**config.mk**
```make
export PLATFORM = sky130hd
export DESIGN_NAME = hack_settle_counter
export DESIGN_NICKNAME = d
export VERILOG_FILES = /design/src/rtl/hack_pkg.sv /design/src/rtl/hack_settle_counter.sv
export SDC_FILE = /design/constraint.sdc
export NUM_CORES = 1
export LEC_CHECK = 0
export BUFFER_PORTS_ARGS = -buffer_cell sky130_fd_sc_hd__clkbuf_2
export CORE_AREA = 2 2 39 41
export DETAILED_ROUTE_END_ITERATION = 10
export DIE_AREA = 0 0 41 43
export PLACE_DENSITY = 0.38
export SLEW_MARGIN = 20
export SYNTH_ARGS = -nofsm -noshare
export SYNTH_HDL_FRONTEND = slang
export SYNTH_SLANG_ARGS = --single-unit
```
**constraint.sdc**
```tcl
create_clock -name clk -period 1.98 [get_ports clk]
set_input_delay 0.099 -clock clk [delete_from_list [all_inputs] [get_ports clk]]
set_output_delay 0.099 -clock clk [all_outputs]
set_load 0.02 [all_outputs]
```
**src/rtl/hack_pkg.sv**
```systemverilog
// Shared types and widths for the Hack gate-level self-test checkers.
// Holds the checker state enum and the settle counter width.
package hack_pkg;

  localparam int HACK_MAX_IN   = 4;
  localparam int HACK_SETTLE_W = 4;

  typedef enum logic [1:0] {
    IDLE   = 2'd0,
    WAIT   = 2'd1,
    SAMPLE = 2'd2,
    DONE   = 2'd3
  } chk_state_t;

endpackage

```
**src/rtl/hack_settle_counter.sv**
```systemverilog
// Settle-interval down-counter shared by the Hack checkers.
// Ports: clk, reset (sync, high), load_i/value_i preload, en_i count, expired_o at zero.
module hack_settle_counter
  import hack_pkg::*;
(
  input  logic                     clk,
  input  logic                     reset,
  input  logic                     load_i,
  input  logic                     en_i,
  input  logic [HACK_SETTLE_W-1:0] value_i,
  output logic                     expired_o
);

  logic [HACK_SETTLE_W-1:0] cnt_q, cnt_d;

  always_comb begin
    cnt_d = cnt_q;
    if (load_i)
      cnt_d = value_i;
    else if (en_i && cnt_q != '0)
      cnt_d = cnt_q - 1'b1;
  end

  always_ff @(posedge clk) begin
    if (reset) cnt_q <= '0;
    else       cnt_q <= cnt_d;
  end

  assign expired_o = (cnt_q == '0);

endmodule

```
# == Yosys cells after proc, flatten, opt, wreduce, memory -nomap -nowiden ==
# Index checks and enable logic that the tools add are counted.
# totals
regBits,4
latchBits,0
ramBits,0
romBits,0
out_inout_bits,1
word_cells,8
memories,0
# op_classes
addsub,1
multipliers,0
div,0
magnitude_cmp,0
eq_ne,0
n_shift,0
n_mux,2
bitwise_logic,0
n_reduce_logical,4
# ops
cell,count
4-bit 2-to-1 mux,2
4-bit zero test,1
4-bit nonzero test,1
"4-bit by 1-bit subtractor with 4-bit output, second input constant",1
2-bit nonzero test,1
1-bit logical AND,1

# == Depth between registers and ports, before layout ==
# Gate-level depths: netlist of the first run.
# depth
depth_word,4
depth_mapped,5

# == Worst setup path after synthesis of the first run ==
# Ideal clock, no wire load.
# synth_path
kind,register to register
startpoint,register cnt_q[1]
endpoint,register cnt_q[1]
setup_ps,60
arrival_ps,1474
t_required_ps,1920
slack_ps,445
path_stages_with_launch,6
period_less_slack_ps,1535
path_cell_list,dfxtp_1 inv_1 ha_1 or3b_4 a2111oi_4 a311o_1
# synth_between
elab_chain_len,3
# synth_rtl
element,line_no,rtl
"start, declared",hack_settle_counter.sv:14,"logic [HACK_SETTLE_W-1:0] cnt_q, cnt_d;"
"start signal, assigned",hack_settle_counter.sv:26,else cnt_q <= cnt_d;
4-bit by 1-bit subtractor with 4-bit output or 4-bit nonzero test (tied branches),"hack_settle_counter.sv:21, hack_settle_counter.sv:20",
4-bit 2-to-1 mux or 1-bit logical AND (tied branches),hack_settle_counter.sv:20,else if (en_i && cnt_q != '0)
4-bit 2-to-1 mux or 2-bit nonzero test (tied branches),n/a,
# Several ways; a longest one is shown, not always the timed one. The select of a mux whose other input is x is not followed.
# A chain may end at the register's enable or synchronous reset.

# == Worst setup path in the final report of the first run ==
# layout_path
startpoint,register cnt_q[1]
endpoint,output expired_o
# layout_between
elab_chain_len,1
# layout_rtl
element,line_no,rtl
4-bit zero test,hack_settle_counter.sv:29,assign expired_o = (cnt_q == '0);
"end, declared",hack_settle_counter.sv:11,output logic expired_o
# No other way between the ends.

==> results.json, run 1 <==
{
  "initial_core_util_pct": 18.99,
  "synth_area_um2": 262.8,
  "clk_latency_ns": 0.25,
  "cts_sinks": 4,
  "r2r-end": "cnt_q[0]",
  "die_area_um2": 1763,
  "worstPathCellList": "inv_1, ha_1, or3b_4, inv_1, clkbuf_2",
  "grt_pass1_wl_mm": 1.062,
  "cp_slowest_stage_delay_ns": 0.44,
  "syn_nets": 38,
  "ys_warn_count": 0,
  "p_leak_uw": 0.0001471,
  "rows": 14,
  "fin_nets": 51,
  "min_period_ns": 1.649,
  "io_pins": 9,
  "fin_crit_sh_pct": 83.28,
  "setup_viol": 0,
  "post-place-ws_ns": 0.3518,
  "tightestPinTransition_ns": 0.2572,
  "syn_to_final_growth_pct": 31.43,
  "fmax_mhz": 606.5,
  "post-cts-setup-buffer-count": 0,
  "io_buffer_count": 8,
  "grt-ovfl-total": 0,
  "drive_above_1_share_pct": 35.00,
  "regMostFlops": "cnt_q",
  "vias": 256,
  "cp_common_cell": "inv_1",
  "die_y_um": 43,
  "fp.dieW_um": 41,
  "p_int_uw": 185.7,
  "grt_usage_pct": 9.859,
  "wl_per_cell_um": 11.07,
  "top_regs": "cnt_q: 4 flops",
  "r2r_start": "cnt_q[1]",
  "power_switching_uw": 85.13,
  "final.setup.tns_ns": 0,
  "synth-seq-cells": 4,
  "slew_headroom_pct": 82.81,
  "via_per_inst": 4.571,
  "cts-hold-fix-buffers": 0,
  "cts_buffers": 3,
  "power.density_nw_per_um2": 784.4,
  "syn_inst": 29,
  "critPathArrivalTime_ns": 1.55,
  "path_class": "flip-flop to output port",
  "drc": 0,
  "min_to": "cnt_q[2]",
  "peakVddDrop_uv": 209.2,
  "grt_pass1_vias": 239,
  "p_seq_share_pct": 34.7,
  "slew_violations": 0,
  "hold_class": "primary input to flip-flop",
  "cp_max_fo": 5,
  "hold_depth": 3,
  "status": "finished clean",
  "synth_area_per_cell_um2": 9.060,
  "power_frac_comb_pct": 23.8,
  "clk_pin_slew_ns": 0.04,
  "gp_congestion": 0.7248,
  "ff2ff_setup_slack_ns": 0.35,
  "ys_types": 16,
  "drv_cap": 0,
  "postRouteAntennaNets": 0,
  "largest_register_ffs": 4,
  "dr.first_iter.drc_count": 1,
  "core_area_um2": 1384,
  "grt_setup_unrepaired": "no",
  "ys_seq_area_share_pct": 30.48,
  "min_from": "value_i[2]",
  "finalWorstSetupSlack_ns": 0.3311,
  "firstDrtPassIters": 3,
  "grt_start_max_net_pins": 8,
  "cts_root_buf": "clkbuf_4",
  "swShare_pct": 31.43,
  "end_kind": "output port",
  "layout_commonest_cell": "clkbuf_2",
  "final_hold_viol_count": 0,
  "wirelength_um": 620,
  "clk_path_buf_depth": 2,
  "cts-resized-gates": 0,
  "r2r_cells": 5,
  "htree_levels": 1,
  "antenna_found_initial": 0,
  "crit_required_ns": 1.88,
  "clkPwrFrac_pct": 41.6,
  "cp-start-kind": "flip-flop",
  "cts_tree": "done",
  "diodes": 0,
  "skew_ns": 0.003490,
  "slowest_stage": "or3b_4",
  "final_cell_mix": "clkbuf_2 (8), nor2_1 (5), inv_1 (4), dfxtp_1 (4)"
}
==> worst max-delay path by stage <==
stage                  start   endpoint  slack, ns  cells after the start
floorplan           cnt_q[1]   cnt_q[1]       0.45                      5
global placement    cnt_q[1]   cnt_q[1]       0.39                      5
detailed placement  cnt_q[1]   cnt_q[0]       0.35                      5
CTS                 cnt_q[1]  expired_o       0.31                      5
global route        cnt_q[1]   cnt_q[0]       0.26                      5
finish              cnt_q[1]  expired_o       0.33                      5
==> cell families (layout without fill, tap and decap cells) <==
kind of cell    after synthesis  after routing  share of synthesized area (%)
simple gates                 13             13                          28.57
compound gates                6              6                          26.67
flops                         4              4                          30.48
mux                           1              1                          3.810
buf+inv                       4             15                          5.713
fa+ha+maj                     1              1                          4.761
==> critical path, delay by kind of cell, from the launching register on <==
| kind | cells | cell delay (ns) |
|---|---|---|
| flip-flops | 1 | 0.31 |
| adder cells (fa/ha/maj) | 1 | 0.22 |
| AND/OR/NAND/NOR | 1 | 0.44 |
| buffers and inverters | 3 | 0.34 |
==> cell usage after synthesis <==
cell type | n | area, um2
mux2i_1 | 1 | 10.01
nand4b_1 | 1 | 8.760
dfxtp_1 | 4 | 80.08
inv_1 | 4 | 15.01
a2111oi_4 | 1 | 27.53
nor2_1 | 5 | 18.77
nor3_1 | 1 | 5.000
or3b_4 | 1 | 11.26
a21o_1 | 1 | 7.510
a311o_1 | 1 | 10.01
a311oi_1 | 2 | 17.52
a211oi_1 | 1 | 7.510
nand2_1 | 3 | 11.26
ha_1 | 1 | 12.51
nand3_1 | 1 | 5.000
nor4b_2 | 1 | 15.01
==> routing by layer <==
layer / part of all wire (%) / global-route usage, % / vias to the layer above / wire, um
li1: - / - / 132 / -
met1: 43 / 12.30 / 115 / 268
met2: 48 / 11.25 / 6 / 296
met3: 3.9 / 3.141 / 3 / 24
met4: 5.0 / 12.00 / 0 / 31
met5: 0 / 0 / - / 0
==> power by group through the flow <==
stage,clock (uW),sequential (uW),combinational (uW)
after detailed placement,0,95.2,65.6
after global routing,122,94.5,72.3
after global placement,0,95.2,64.5
after floorplan,0,94.0,44.0
final,113,93.9,64.4
after CTS,117,93.8,65.8
==> cell type report <==
type,count,area [um2]
Fill cell,164,1039
Clock buffer,3,22.52
Inverter,4,15.01
Multi-Input combinational cell,21,167.7
Sequential cell,4,80.08
Timing Repair Buffer,8,40.04
Tap cell,16,20.02
==> per-stage QoR <==
step	power, uW	hold WS (ns)	util, %	instances	area [um2]
global route	289.0	0.1539	24.95	56	345.3
CTS	276.2	0.1064	24.95	56	345.3
global placement	159.7	0.3572	23.33	53	322.8
finish	270.9	0.1096	24.95	56	345.3
floorplan	138.0	0.1711	-	29	262.8
detailed placement	160.8	0.3698	23.33	53	322.8
Power figures use the tool's default switching activity.
==> run 2: changes to the inputs <==
- ABC_AREA: not set -> 1
- PLACE_DENSITY: 0.38 -> 0.39
- clock period: 1.98 -> 1.7 ns (I/O delays scaled with it)
==> run 2 against run 1 <==
Effect of this change: sequential power is 21% higher; register-to-register slack better by 0.17 ns; clock power is 4% lower; combinational power up 54%; design area grew 3.3%; sequential share of layout area down 0.73 points; final cell count increased by 21%; non-clock buffer count unchanged; synthesized cell count rose by 41%; setup slack gained 0.12 ns; wire length shrank 18%; clock skew down 0.0016 ns; largest cell class unchanged.
==> results.json, run 2 <==
{
  "ys_types": 16,
  "fmax_mhz": 802.3,
  "post-cts-setup-buffer-count": 0,
  "grt_usage_pct": 7.523,
  "cts-hold-fix-buffers": 0,
  "cts-resized-gates": 0,
  "cts_buffers": 3,
  "hpwlAfterDp_um": 458.2,
  "p_seq_share_pct": 35.3,
  "min_period_ns": 1.246,
  "tightestPinTransition_ns": 0.1653,
  "grt_setup_unrepaired": "no",
  "final.setup.tns_ns": 0,
  "yosys.area_share.simple_pct": 38.81,
  "via_per_inst": 3.838,
  "p_int_uw": 224.6,
  "multi_input_area_um2": 162.7,
  "critPathArrivalTime_ns": 1.16,
  "min_to": "cnt_q[3]",
  "async_flop_share_pct": 0,
  "synth_mux_area_share_pct": 0,
  "syn_nets": 50,
  "cts_tree": "done",
  "die_area_um2": 1763,
  "skew_ns": 0.001861,
  "grt_pass1_vias": 231,
  "top_regs": "cnt_q: 4 flops",
  "n_fill_cell": 167,
  "initial_core_util_pct": 19.80,
  "syn_to_final_growth_pct": 30.14,
  "p_leak_uw": 0.0001901,
  "r2r-end": "cnt_q[1]",
  "finalWorstSetupSlack_ns": 0.4536,
  "end_kind": "output port",
  "grt_start_max_net_pins": 8,
  "crit_required_ns": 1.62,
  "synth_top_family_by_area": "simple AND/OR/NAND/NOR gates",
  "die_y_um": 43,
  "rows": 14,
  "core_area_um2": 1384,
  "wirelength_um": 506,
  "hold_class": "primary input to flip-flop",
  "synth_edf_count": 0,
  "synth_fa_ha_area_share_pct": 4.566,
  "antenna_found_initial": 0,
  "cts_root_buf": "clkbuf_4",
  "final_cell_mix": "nand2_1 (8), clkbuf_2 (8), nor2_1 (6)",
  "setup_viol": 0,
  "io_buffer_count": 8,
  "power_frac_comb_pct": 30.7,
  "htree_levels": 1,
  "gp_congestion": 0.6769,
  "min_from": "reset",
  "clk_latency_ns": 0.23,
  "drc": 0,
  "cp_max_fo": 3,
  "io_pins": 9,
  "ys_warn_count": 0,
  "final_cell_area_um2": 356.6,
  "clk_pin_slew_ns": 0.03,
  "seqCellArea_um2": 80.08,
  "postRouteAntennaNets": 0,
  "yosysTopAreaCellShare_pct": 29.22,
  "r2r_start": "cnt_q[0]",
  "post-place-ws_ns": 0.5000,
  "fin_crit_sh_pct": 73.32,
  "p_total_uw": 322.0,
  "diodes": 0,
  "power_switching_uw": 97.33,
  "synth-seq-cells": 4,
  "syn_inst": 41,
  "drv_cap": 0,
  "cts_sinks": 4,
  "slew_headroom_pct": 88.86,
  "crit_start": "cnt_q[0]",
  "synth.most_common_cell": "nand2_1",
  "power.density_nw_per_um2": 902.9,
  "ys_seq_area_share_pct": 29.22,
  "fp.dieW_um": 41,
  "synth_compound_area_share_pct": 12.79,
  "yosys.area_share.xor_xnor_pct": 3.196,
  "synth_area_per_cell_um2": 6.683,
  "hold_depth": 2,
  "largest_register_ffs": 4,
  "path_class": "flip-flop to output port",
  "r2r_cells": 8,
  "grt-ovfl-total": 0,
  "peakVddDrop_uv": 282.4,
  "status": "finished clean",
  "firstDrtPassIters": 1,
  "clkPwrFrac_pct": 34.0,
  "swShare_pct": 30.23,
  "fin_nets": 63,
  "dpl-instance-area_um2": 334.1,
  "drive_above_1_share_pct": 34.62,
  "vias": 261,
  "synth_area_um2": 274.0,
  "wl_per_cell_um": 7.441,
  "cp-start-kind": "flip-flop",
  "grt_pass1_wl_um": 841,
  "dr.first_iter.drc_count": 0,
  "synthFlopType": "dfxtp_1",
  "ff2ff_setup_slack_ns": 0.52,
  "slew_violations": 0,
  "yosys.area.top_type": "dfxtp_1",
  "clk_path_buf_depth": 2,
  "finalHoldWorstSlack_ns": 0.03625,
  "ys_top_cells_by_count": "nand2_1 (8), nor2_1 (6), inv_1 (5), dfxtp_1 (4)",
  "netlist_top_cells_area": "dfxtp_1 (29%), nand2_1 (11%), nand2_4 (8.2%)",
  "final_hold_viol_count": 0,
  "regMostFlops": "cnt_q"
}
## run 2: cell count changes after synthesis, sizes merged, moves of 2 or more
cell    previous run  this run
inv                4         7
o21ai              0         3
nand3              1         4
a311oi             2         0
a21oi              0         2
nand2              3        10
## run 2: cell families (layout without fill, tap and decap cells)
family          count (synthesis)  after routing
simple gates                   21             21
flops                           4              4
fa+ha+maj                       1              1
xor+xnor                        1              1
buf+inv                         8             19
compound gates                  6              6
## run 2: per-layer routing
layer,GRT usage (%),up-vias,part of all wire [%]
li1,-,151,-
met1,8.333,104,45
met2,9.688,4,48
met3,1.571,2,5.3
met4,10.00,0,1.6
met5,0,-,0
## run 2: worst max-delay path by stage
| stage | to | cells past startpoint |
|---|---|---|
| floorplan | cnt_q[1] | 8 |
| global placement | cnt_q[1] | 8 |
| detailed placement | cnt_q[1] | 8 |
| CTS | expired_o | 5 |
| global route | expired_o | 5 |
| finish | expired_o | 5 |
## run 2: worst max-delay path, cell delays in order (launching register included)
cell and delay, ns:
dfxtp_1 0.34, inv_1 0.07, ha_1 0.23, nand3_2 0.11, inv_1 0.04, clkbuf_2 0.14
## run 2: area by class of cell
| class | count | share of cell area [%] |
|---|---|---|
| well taps | 16 | 5.614 |
| inverters | 8 | 8.772 |
| multi-input cells | 29 | 45.61 |
| clock buffers | 3 | 6.316 |
| flip-flops and latches | 4 | 22.46 |
| repair buffers | 8 | 11.23 |
## run 2: power groups by stage
| stage | Clock [uW] | Sequential (uW) | Combinational [uW] |
|---|---|---|---|
| 6_report | 109 | 114 | 98.9 |
| 5_1_grt | 120 | 115 | 113 |
| 4_1_cts | 116 | 114 | 101 |
| 3_5_place_dp | 0 | 115 | 101 |
| 3_3_place_gp | 0 | 115 | 101 |
| 2_1_floorplan | 0 | 113 | 76.0 |
## run 2: metrics by stage
| stage | utilization (%) | std cells |
|---|---|---|
| after floorplan | - | 41 |
| after global placement | 24.14 | 65 |
| after detailed placement | 24.14 | 65 |
| after CTS | 25.77 | 68 |
| after global routing | 25.77 | 68 |
| final | 25.77 | 68 |
